[src/rtl/power_pack_ctrl.sv]
// Power-pack consumer: schedules spawns, detects puck/pack overlap, runs the timed effect.
// Define PP_TIMEOUT_EN to hide an uncollected pack after TIMEOUT_FRAMES.
module power_pack_ctrl #(
    parameter int unsigned PACK_W          = 20,
    parameter int unsigned PACK_H          = 20,
    parameter int unsigned PUCK_SIZE       = 16,
    parameter int unsigned EFFECT_FRAMES   = 300,
    parameter int unsigned COOLDOWN_FRAMES = 120
`ifdef PP_TIMEOUT_EN
    ,
    parameter int unsigned TIMEOUT_FRAMES  = 600
`endif
) (
    input  logic        clk,
    input  logic        reset,
    input  logic        frame_tick,
    input  logic [10:0] px,
    input  logic [9:0]  py,
    input  logic        owner,
    input  logic [10:0] rx,
    input  logic [9:0]  ry,
    input  logic [1:0]  mode,
    output logic        spawn,
    output logic        eaten,
    output logic        effect_active,
    output logic [1:0]  effect_mode,
    output logic        effect_owner,
    output logic        extra_pulse,
    output logic [9:0]  frames_left
);

    localparam logic [1:0] ModeExtra = 2'b10;

    typedef enum logic [1:0] {StCooldown, StSpawn, StArmed, StEffect} state_e;

    state_e     state;
    logic [9:0] cool_cnt;
    logic       hit;

`ifdef PP_TIMEOUT_EN
    localparam int unsigned ToW = $clog2(TIMEOUT_FRAMES + 1);
    logic [ToW-1:0] armed_cnt;
`endif

    // 12-bit sums keep the comparisons free of wrap at the screen edges.
    logic [11:0] px_w, py_w, rx_w, ry_w;
    assign px_w = {1'b0, px};
    assign py_w = {2'b00, py};
    assign rx_w = {1'b0, rx};
    assign ry_w = {2'b00, ry};

    assign hit = (px_w < rx_w + 12'(PACK_W)) && (px_w + 12'(PUCK_SIZE) > rx_w) &&
                 (py_w < ry_w + 12'(PACK_H)) && (py_w + 12'(PUCK_SIZE) > ry_w);

    always_ff @(posedge clk or posedge reset) begin
        if (reset) begin
            state         <= StCooldown;
            cool_cnt      <= '0;
            frames_left   <= '0;
            spawn         <= 1'b0;
            eaten         <= 1'b0;
            effect_active <= 1'b0;
            effect_mode   <= '0;
            effect_owner  <= 1'b0;
            extra_pulse   <= 1'b0;
`ifdef PP_TIMEOUT_EN
            armed_cnt     <= '0;
`endif
        end else begin
            spawn       <= 1'b0;
            eaten       <= 1'b0;
            extra_pulse <= 1'b0;
            unique case (state)
                StCooldown: begin
                    if (frame_tick) begin
                        if (cool_cnt == 10'(COOLDOWN_FRAMES - 1)) begin
                            cool_cnt <= '0;
                            spawn    <= 1'b1;
                            state    <= StSpawn;
                        end else begin
                            cool_cnt <= cool_cnt + 10'd1;
                        end
                    end
                end
                StSpawn: begin
                    state <= StArmed;
`ifdef PP_TIMEOUT_EN
                    armed_cnt <= '0;
`endif
                end
                StArmed: begin
                    // A hit always beats a coincident frame tick (and the timeout).
                    if (hit) begin
                        eaten        <= 1'b1;
                        effect_mode  <= mode;
                        effect_owner <= owner;
                        if (mode == ModeExtra) begin
                            extra_pulse <= 1'b1;
                            cool_cnt    <= '0;
                            state       <= StCooldown;
                        end else begin
                            frames_left   <= 10'(EFFECT_FRAMES);
                            effect_active <= 1'b1;
                            state         <= StEffect;
                        end
                    end
`ifdef PP_TIMEOUT_EN
                    else if (frame_tick) begin
                        if (armed_cnt == ToW'(TIMEOUT_FRAMES - 1)) begin
                            eaten     <= 1'b1;
                            armed_cnt <= '0;
                            cool_cnt  <= '0;
                            state     <= StCooldown;
                        end else begin
                            armed_cnt <= armed_cnt + ToW'(1);
                        end
                    end
`endif
                end
                StEffect: begin
                    if (frame_tick) begin
                        if (frames_left == 10'd1) begin
                            frames_left   <= '0;
                            effect_active <= 1'b0;
                            cool_cnt      <= '0;
                            state         <= StCooldown;
                        end else begin
                            frames_left <= frames_left - 10'd1;
                        end
                    end
                end
                default: state <= StCooldown;
            endcase
        end
    end

endmodule

[config.mk]
export PLATFORM = sky130hd
export DESIGN_NAME = power_pack_ctrl
export DESIGN_NICKNAME = d
export VERILOG_FILES = /design/src/rtl/power_pack_ctrl.sv
export SDC_FILE = /design/constraint.sdc
export NUM_CORES = 1
export LEC_CHECK = 0
export BUFFER_PORTS_ARGS = -buffer_cell sky130_fd_sc_hd__buf_2
export CAP_MARGIN = 20
export CORE_UTILIZATION = 52
export CTS_BUF_LIST = sky130_fd_sc_hd__clkbuf_16
export CTS_CLUSTER_DIAMETER = 150
export DETAILED_ROUTE_END_ITERATION = 8
export GPL_ROUTABILITY_DRIVEN = 1
export MAX_ROUTING_LAYER = met4
export PLACE_DENSITY = 0.87
export SYNTH_ARGS = -nofsm -noshare
export SYNTH_HDL_FRONTEND = slang
export SYNTH_SLANG_ARGS = --single-unit
[constraint.sdc]
create_clock -name clk -period 2.2 [get_ports clk]
set_input_delay 0.11 -clock clk [delete_from_list [all_inputs] [get_ports clk]]
set_output_delay 0.11 -clock clk [all_outputs]
set_load 0.005 [all_outputs]
==> impl_metrics.csv, run 1 <==
group,metric,value,unit
cts,cts_made_buffers,5,
placed_design,portBuffers,64,
critical_path,cp_common_cell,"buf_6",
logic_synthesis,seq_area_frac_synth,25.0,%
logic_synthesis,yosys_warnings,0,
critical_path,crit_chain,"buf_6 > ha_4 > nor2_2 > or4_4 > xnor2_1 > ha_1 > buf_4 > nand3_1 > a21oi_1 > a22oi_1 > nand4_2 > buf_6 > o221a_4 > a22o_1",
floorplanning,core-area,5240,µm²
final_layout,nFillCells,320,
placed_design,place_inst,531,
placed_design,finalWeightedCongestion,0.937,
critical_path,crit_family,"compound AO/OA/AOI/OAI gates",
critical_path,cp.arrival,2.58,ns
cts,worstSkewPairLatency,0.28,ns
route,num_vias,3190,
cts,clockBufferDepth,2,
global_route,grt_util_all_layers,30.9,%
final_layout,diodes,0,
sta,maxSlewHeadroom,68.9,%
placed_design,dp_hpwl,6.20,mm
logic_synthesis,ys_top_cells_by_area,"dfrtp_1 25%, ha_1 19%, xnor2_1 5.4%",
logic_synthesis,netlist_area,2900,µm²
route,ant_nets,0,
final_layout,area_growth_syn_to_layout,39.7,%
floorplanning,die_h,76.7,µm
sta,finalHoldViolCount,0,
critical_path,critPathLaunchType,"input pin",
logic_synthesis,postSynthCellCount,345,
cts,clkSinkCount,29,
cts,htree_levels,2,
logic_synthesis,ys.flop_type,"dfrtp_1",
logic_synthesis,synth-edff-count,0,
cts,cts_root_buffer,"clkbuf_16",
pwr,p_per_area,596,nW/µm²
sta,grt_setup_unrepaired,"true",
critical_path,cpPeakStageDelay,0.41,ns
logic_synthesis,synth_top_area_share,25.0,%
critical_path,cp_slowest_cell,"or4_4",
final_layout,fin_nets,567,
global_route,grt_max_degree,30,
logic_synthesis,ys_types,51,
floorplanning,initial_utilization,55.4,%
critical_path,crit_fanout,7,
logic_synthesis,yosysTopAreaCell,"dfrtp_1",
floorplanning,die-area,5880,µm²
min_path,min_from,"owner",
logic_synthesis,synth-seq-cells,29,
pwr,leakage,2.00,nW
critical_path,required,2.36,ns
min_path,holdCritPathClass,"in -> reg",
sta,period_needed,2.41,ns
cts,path_clk_slew,0.05,ns
route,drc,0,
sta,fin_crit_sh,110,%
critical_path,endpoint_kind,"flip-flop",
critical_path,cp-startpoint,"ry[2]",
cts,cts_tree,"done",
floorplanning,num_rows,26,
route,viasPerCell,5.85,
global_route,grt_pass1_wl,14.3,mm
final_layout,final_cell_mix,"62 x buf_2, 60 x buf_4, 41 x ha_1, 31 x inv_1, 29 x dfrtp_1",
route,wirelength,8.45,mm
final_layout,stdcell_count,545,
sta,worstMarginPinSlew,0.463,ns
pwr,total_power,2.41,mW
sta,setup_violations,26,
sta,drv_slew,0,
global_route,grt_pass1_vias,3275,
route,routedWlPerCell,15.5,µm
logic_synthesis,syn_nets,438,
global_route,grt_overflow,0,
floorplanning,top_level_ports,65,
critical_path,path_buf_inv,3,
status,outcome,"finished with violations",
logic_synthesis,ys_async_sr_fraction,100,%
sta,timing.final.ws_setup,-0.214,ns
final_layout,drive_above_1_share,34.9,%
floorplanning,dieWidth,76.7,µm
status,violations,"negative setup slack",
route,drt_iter0_markers,262,
sta,max_freq,414,MHz
final_layout,final_common_cell,"buf_2",
flow_run,drv_cap,0,
critical_path,worstReg2RegStart,"frames_left[5]",
logic_synthesis,syn_avg_cell_area,8.40,µm²
pwr,ir_drop,0.000861,V
sta,finClkSkew,0.00719,ns
global_route,antenna_found_initial,0,
route,first_pass_iters,5,
critical_path,critPathKind,"in -> reg",
[worst register-to-register path, cell delays in order (launching register included)]
cell     delay, ns
dfrtp_1       0.47
nor4_1        0.31
buf_4         0.17
nand3_1       0.20
buf_4         0.26
nand4_1       0.23
nor4_1        0.10
a21o_1        0.16
[final timing paths]
check                                 endpoint  slack, ns  cells past startpoint
worst max-delay path               cool_cnt[0]      -0.21                     14
worst min-delay path              effect_owner       0.07                      2
worst max register to register  frames_left[6]       0.19                      7
worst min register to register  effect_mode[0]       0.52                      1
max in group asynchronous          cool_cnt[8]       1.47                      4
min in group asynchronous       frames_left[1]       0.45                      4
[registers in the layout, summed over array words and instances (netlist names)]
name	flops
eaten	1
frames_left	10
spawn	1
effect_owner	1
effect_mode	2
effect_active	1
cool_cnt	10
state	2
extra_pulse	1
[report_power, final]
part	leakage (nW)	total [mW]	internal, mW	switching (mW)
Clock	0.0687	0.642	0.407	0.234
Sequential	0.362	0.728	0.638	0.0897
Combinational	1.57	1.04	0.503	0.539
[synthesized netlist by cell type (3+ instances only)]
library cell	count
a211oi_1	4
a21o_1	8
a21oi_1	17
a31oi_1	3
and3_1	5
clkbuf_1	6
dfrtp_1	29
ha_1	45
inv_1	31
mux2_2	3
nand2_1	24
nand3_1	17
nand4_1	7
nor2_1	21
nor2b_1	6
nor3_1	8
nor3b_1	5
nor4_1	5
o2111ai_1	3
o211ai_1	4
o21a_1	3
o21ai_0	19
o22a_1	6
o22ai_1	3
o2bb2ai_1	3
or3_1	6
xnor2_1	18
xor2_1	5
[metal layers]
metal  wire length (µm)  GRT usage (%)
met3                576           6.43
met2               4160           52.3
met1               3430           35.2
met5                  0              -
met4                289           13.1
[layout make-up]
class | count | area [µm²] | area share, %
multi-input cells | 277 | 2150 | 53.0
repair buffers | 128 | 827 | 20.4
clock buffers | 5 | 125 | 3.09
well taps | 70 | 87.6 | 2.16
inverters | 33 | 124 | 3.06
clock inverters | 3 | 12.5 | 0.309
flip-flops and latches | 29 | 726 | 17.9
[metrics by stage]
step                setup WS [ns]  utilization, %  cell area, µm²  TNS (ns)  hold slack, ns
floorplan                  -0.363               -            2920     -6.82           0.188
global placement           -0.609            71.3            3730    -13.23           0.192
detailed placement         -0.676            71.3            3730    -14.89           0.196
CTS                        -0.223            76.9            4030     -4.22          0.0683
global route               -0.375            77.3            4050     -8.00          0.0826
finish                     -0.214            77.3            4050     -4.21          0.0719
[what timing repair did]
item | 4_1_cts | 5_1_grt
gates cloned | 1 | 1
hold endpoints to repair | 29 | 0
endpoints found under the setup margin | 26 | 28
setup buffers | 3 | 0
pin swaps | 10 | 2
hold buffers | 1 | 0
gates resized for setup | 33 | 4
[logic make-up after synthesis]
| logic type | count (synthesis) | share of synthesized area [%] |
|---|---|---|
| and+or+nand+nor | 116 | 21.6 |
| xor gates and xnor gates | 23 | 6.95 |
| adders and majority gates | 45 | 19.4 |
| AOI/OAI and AO/OA | 88 | 20.3 |
| DFF | 29 | 25.0 |
| buffers and inverters | 40 | 5.22 |
| muxes | 4 | 1.51 |
No activity file was read; power rests on OpenSTA's default activity.
==> run 2, diff against run 1 <==
==> constraint.sdc (replaced) <==
create_clock -name clk -period 2.2 [get_ports clk]
set_input_delay 0 -clock clk [delete_from_list [all_inputs] [get_ports clk]]
set_output_delay 0 -clock clk [all_outputs]
set_load 0.005 [all_outputs]
==> impl_metrics.csv, run 2 (synthesis results as in run 1) <==
group,metric,value,unit
route,first_pass_iters,5,
critical_path,crit_fanout,7,
sta,period_needed,2.46,ns
flow_run,drv_cap,0,
min_path,holdCritPathClass,"in -> reg",
placed_design,finalWeightedCongestion,0.932,
route,num_vias,3409,
final_layout,area_growth_syn_to_layout,43.7,%
final_layout,final_cell_mix,"60 x buf_2, 57 x buf_4, 41 x ha_1, 34 x inv_1, 29 x dfrtp_1",
cts,clockBufferDepth,2,
final_layout,diodes,0,
floorplanning,num_rows,26,
status,violations,"negative setup slack",
sta,timing.final.ws_setup,-0.260,ns
sta,setup_violations,26,
sta,finalHoldViolCount,0,
final_layout,reg_top3,"cool_cnt: 10 flops, frames_left: 10 flops",
pwr,leakage,2.05,nW
critical_path,critPathLaunchType,"input pin",
floorplanning,die-area,5880,µm²
global_route,grt_util_all_layers,32.1,%
final_layout,drive_above_1_share,36.3,%
cts,cts_made_buffers,5,
floorplanning,dieWidth,76.7,µm
cts,clkSinkCount,29,
critical_path,required,2.34,ns
route,drc,0,
sta,drv_slew,0,
final_layout,fin_area,4170,µm²
route,routedWlPerCell,18.1,µm
critical_path,reg2reg_slack,0.11,ns
sta,finClkSkew,0.00740,ns
sta,final.setup.tns,-4.64,ns
final_layout,fin_nets,569,
floorplanning,initial_utilization,55.4,%
global_route,antenna_found_initial,0,
critical_path,critPathKind,"in -> reg",
global_route,grt_pass1_vias,3344,
placed_design,dp_hpwl,6.04,mm
sta,grt_setup_unrepaired,"true",
critical_path,reg2reg_depth,6,
status,outcome,"finished with violations",
sta,fin_crit_sh,112,%
placed_design,portBuffers,64,
global_route,grt_pass1_wl,14.8,mm
pwr,p_per_area,595,nW/µm²
placed_design,post_dp_cell_area,3710,µm²
cts,worstSkewPairLatency,0.28,ns
route,wirelength,9.90,mm
sta,max_freq,406,MHz
cts,cts_root_buffer,"clkbuf_16",
floorplanning,top_level_ports,65,
critical_path,cp.arrival,2.60,ns
global_route,grt_overflow,0,
pwr,ir_drop,0.000710,V
route,ant_nets,0,
cts,htree_levels,2,
global_route,grt_max_degree,30,
sta,worstMarginPinSlew,0.578,ns
cts,cts_tree,"done",
final_layout,final_common_cell,"buf_2",
sta,maxSlewHeadroom,61.1,%
route,viasPerCell,6.23,
min_path,holdPathStages,3,
floorplanning,core-area,5240,µm²
route,drt_iter0_markers,390,
cts,path_clk_slew,0.05,ns
critical_path,endpoint_kind,"flip-flop",
floorplanning,die_h,76.7,µm
run 2: changes by cell type in the layout (fill, tap and decap cells not counted), moves of 3 or more:
cell / previous run / this run
dlygate4sd3_1: 1 / 4
inv_1: 31 / 34
buf_6: 5 / 8
o21ai_2: 1 / 4
buf_4: 60 / 57
run 2: final timing paths:
check / start / end
max reg2reg: frames_left[5] / frames_left[6]
max: py[4] / frames_left[5]
min: frame_tick / frames_left[3]
min in group asynchronous: reset / frames_left[4]
max in group asynchronous: reset / cool_cnt[3]
min reg2reg: effect_mode[0] / effect_mode[0]
run 2: per-stage QoR:
step	power (mW)	util, %	hold WS (ns)	cells	worst slack [ns]
2_1_floorplan	1.25	-	0.0781	345	-0.253
3_3_place_gp	1.58	70.9	0.0831	528	-0.511
3_5_place_dp	1.63	70.9	0.0940	528	-0.569
4_1_cts	2.35	77.3	0.154	545	-0.104
5_1_grt	2.59	79.6	0.212	547	-0.366
6_report	2.48	79.6	0.204	547	-0.260
run 2: repair_timing:
action                                  4_1_cts  5_1_grt
cloned                                        1        1
setup buffers                                 4        1
pin swaps                                     9       12
gates resized for setup                      31       25
endpoints found under the hold margin        32        0
endpoints found under the setup margin       25       26
hold buffers                                  4        0
run 2: worst max-delay path, stage by stage:
cell and delay, ns:
buf_2 0.11, ha_1 0.24, xor2_1 0.18, ha_1 0.30, nand3_1 0.17, or3_1 0.40
a31oi_1 0.24, nor4_2 0.09, nand4_2 0.08, buf_6 0.17, nor2_4 0.05, buf_6 0.13
o21ai_0 0.25, o211ai_1 0.16
run 2: power breakdown:
group	internal (mW)	leakage, nW	total, mW	switching [mW]
clock network	0.405	0.0776	0.634	0.229
registers	0.638	0.362	0.734	0.0962
logic	0.530	1.61	1.11	0.582
run 2: final cells by class:
cell class / count / area [µm²]
clock inverters: 3 / 11.3
fillers: 311 / 1070
clock buffers: 5 / 125
multi-input cells: 277 / 2220
well taps: 70 / 87.6
flip-flops and latches: 29 / 726
inverters: 33 / 124
repair buffers: 130 / 873
run 2: routing by layer:
layer	GRT usage (%)	part of all wire [%]	vias up
met5	-	0	-
met4	16.0	5.1	0
met1	35.4	38	1596
li1	-	-	1522
met2	55.8	49	233
met3	5.36	8.0	58
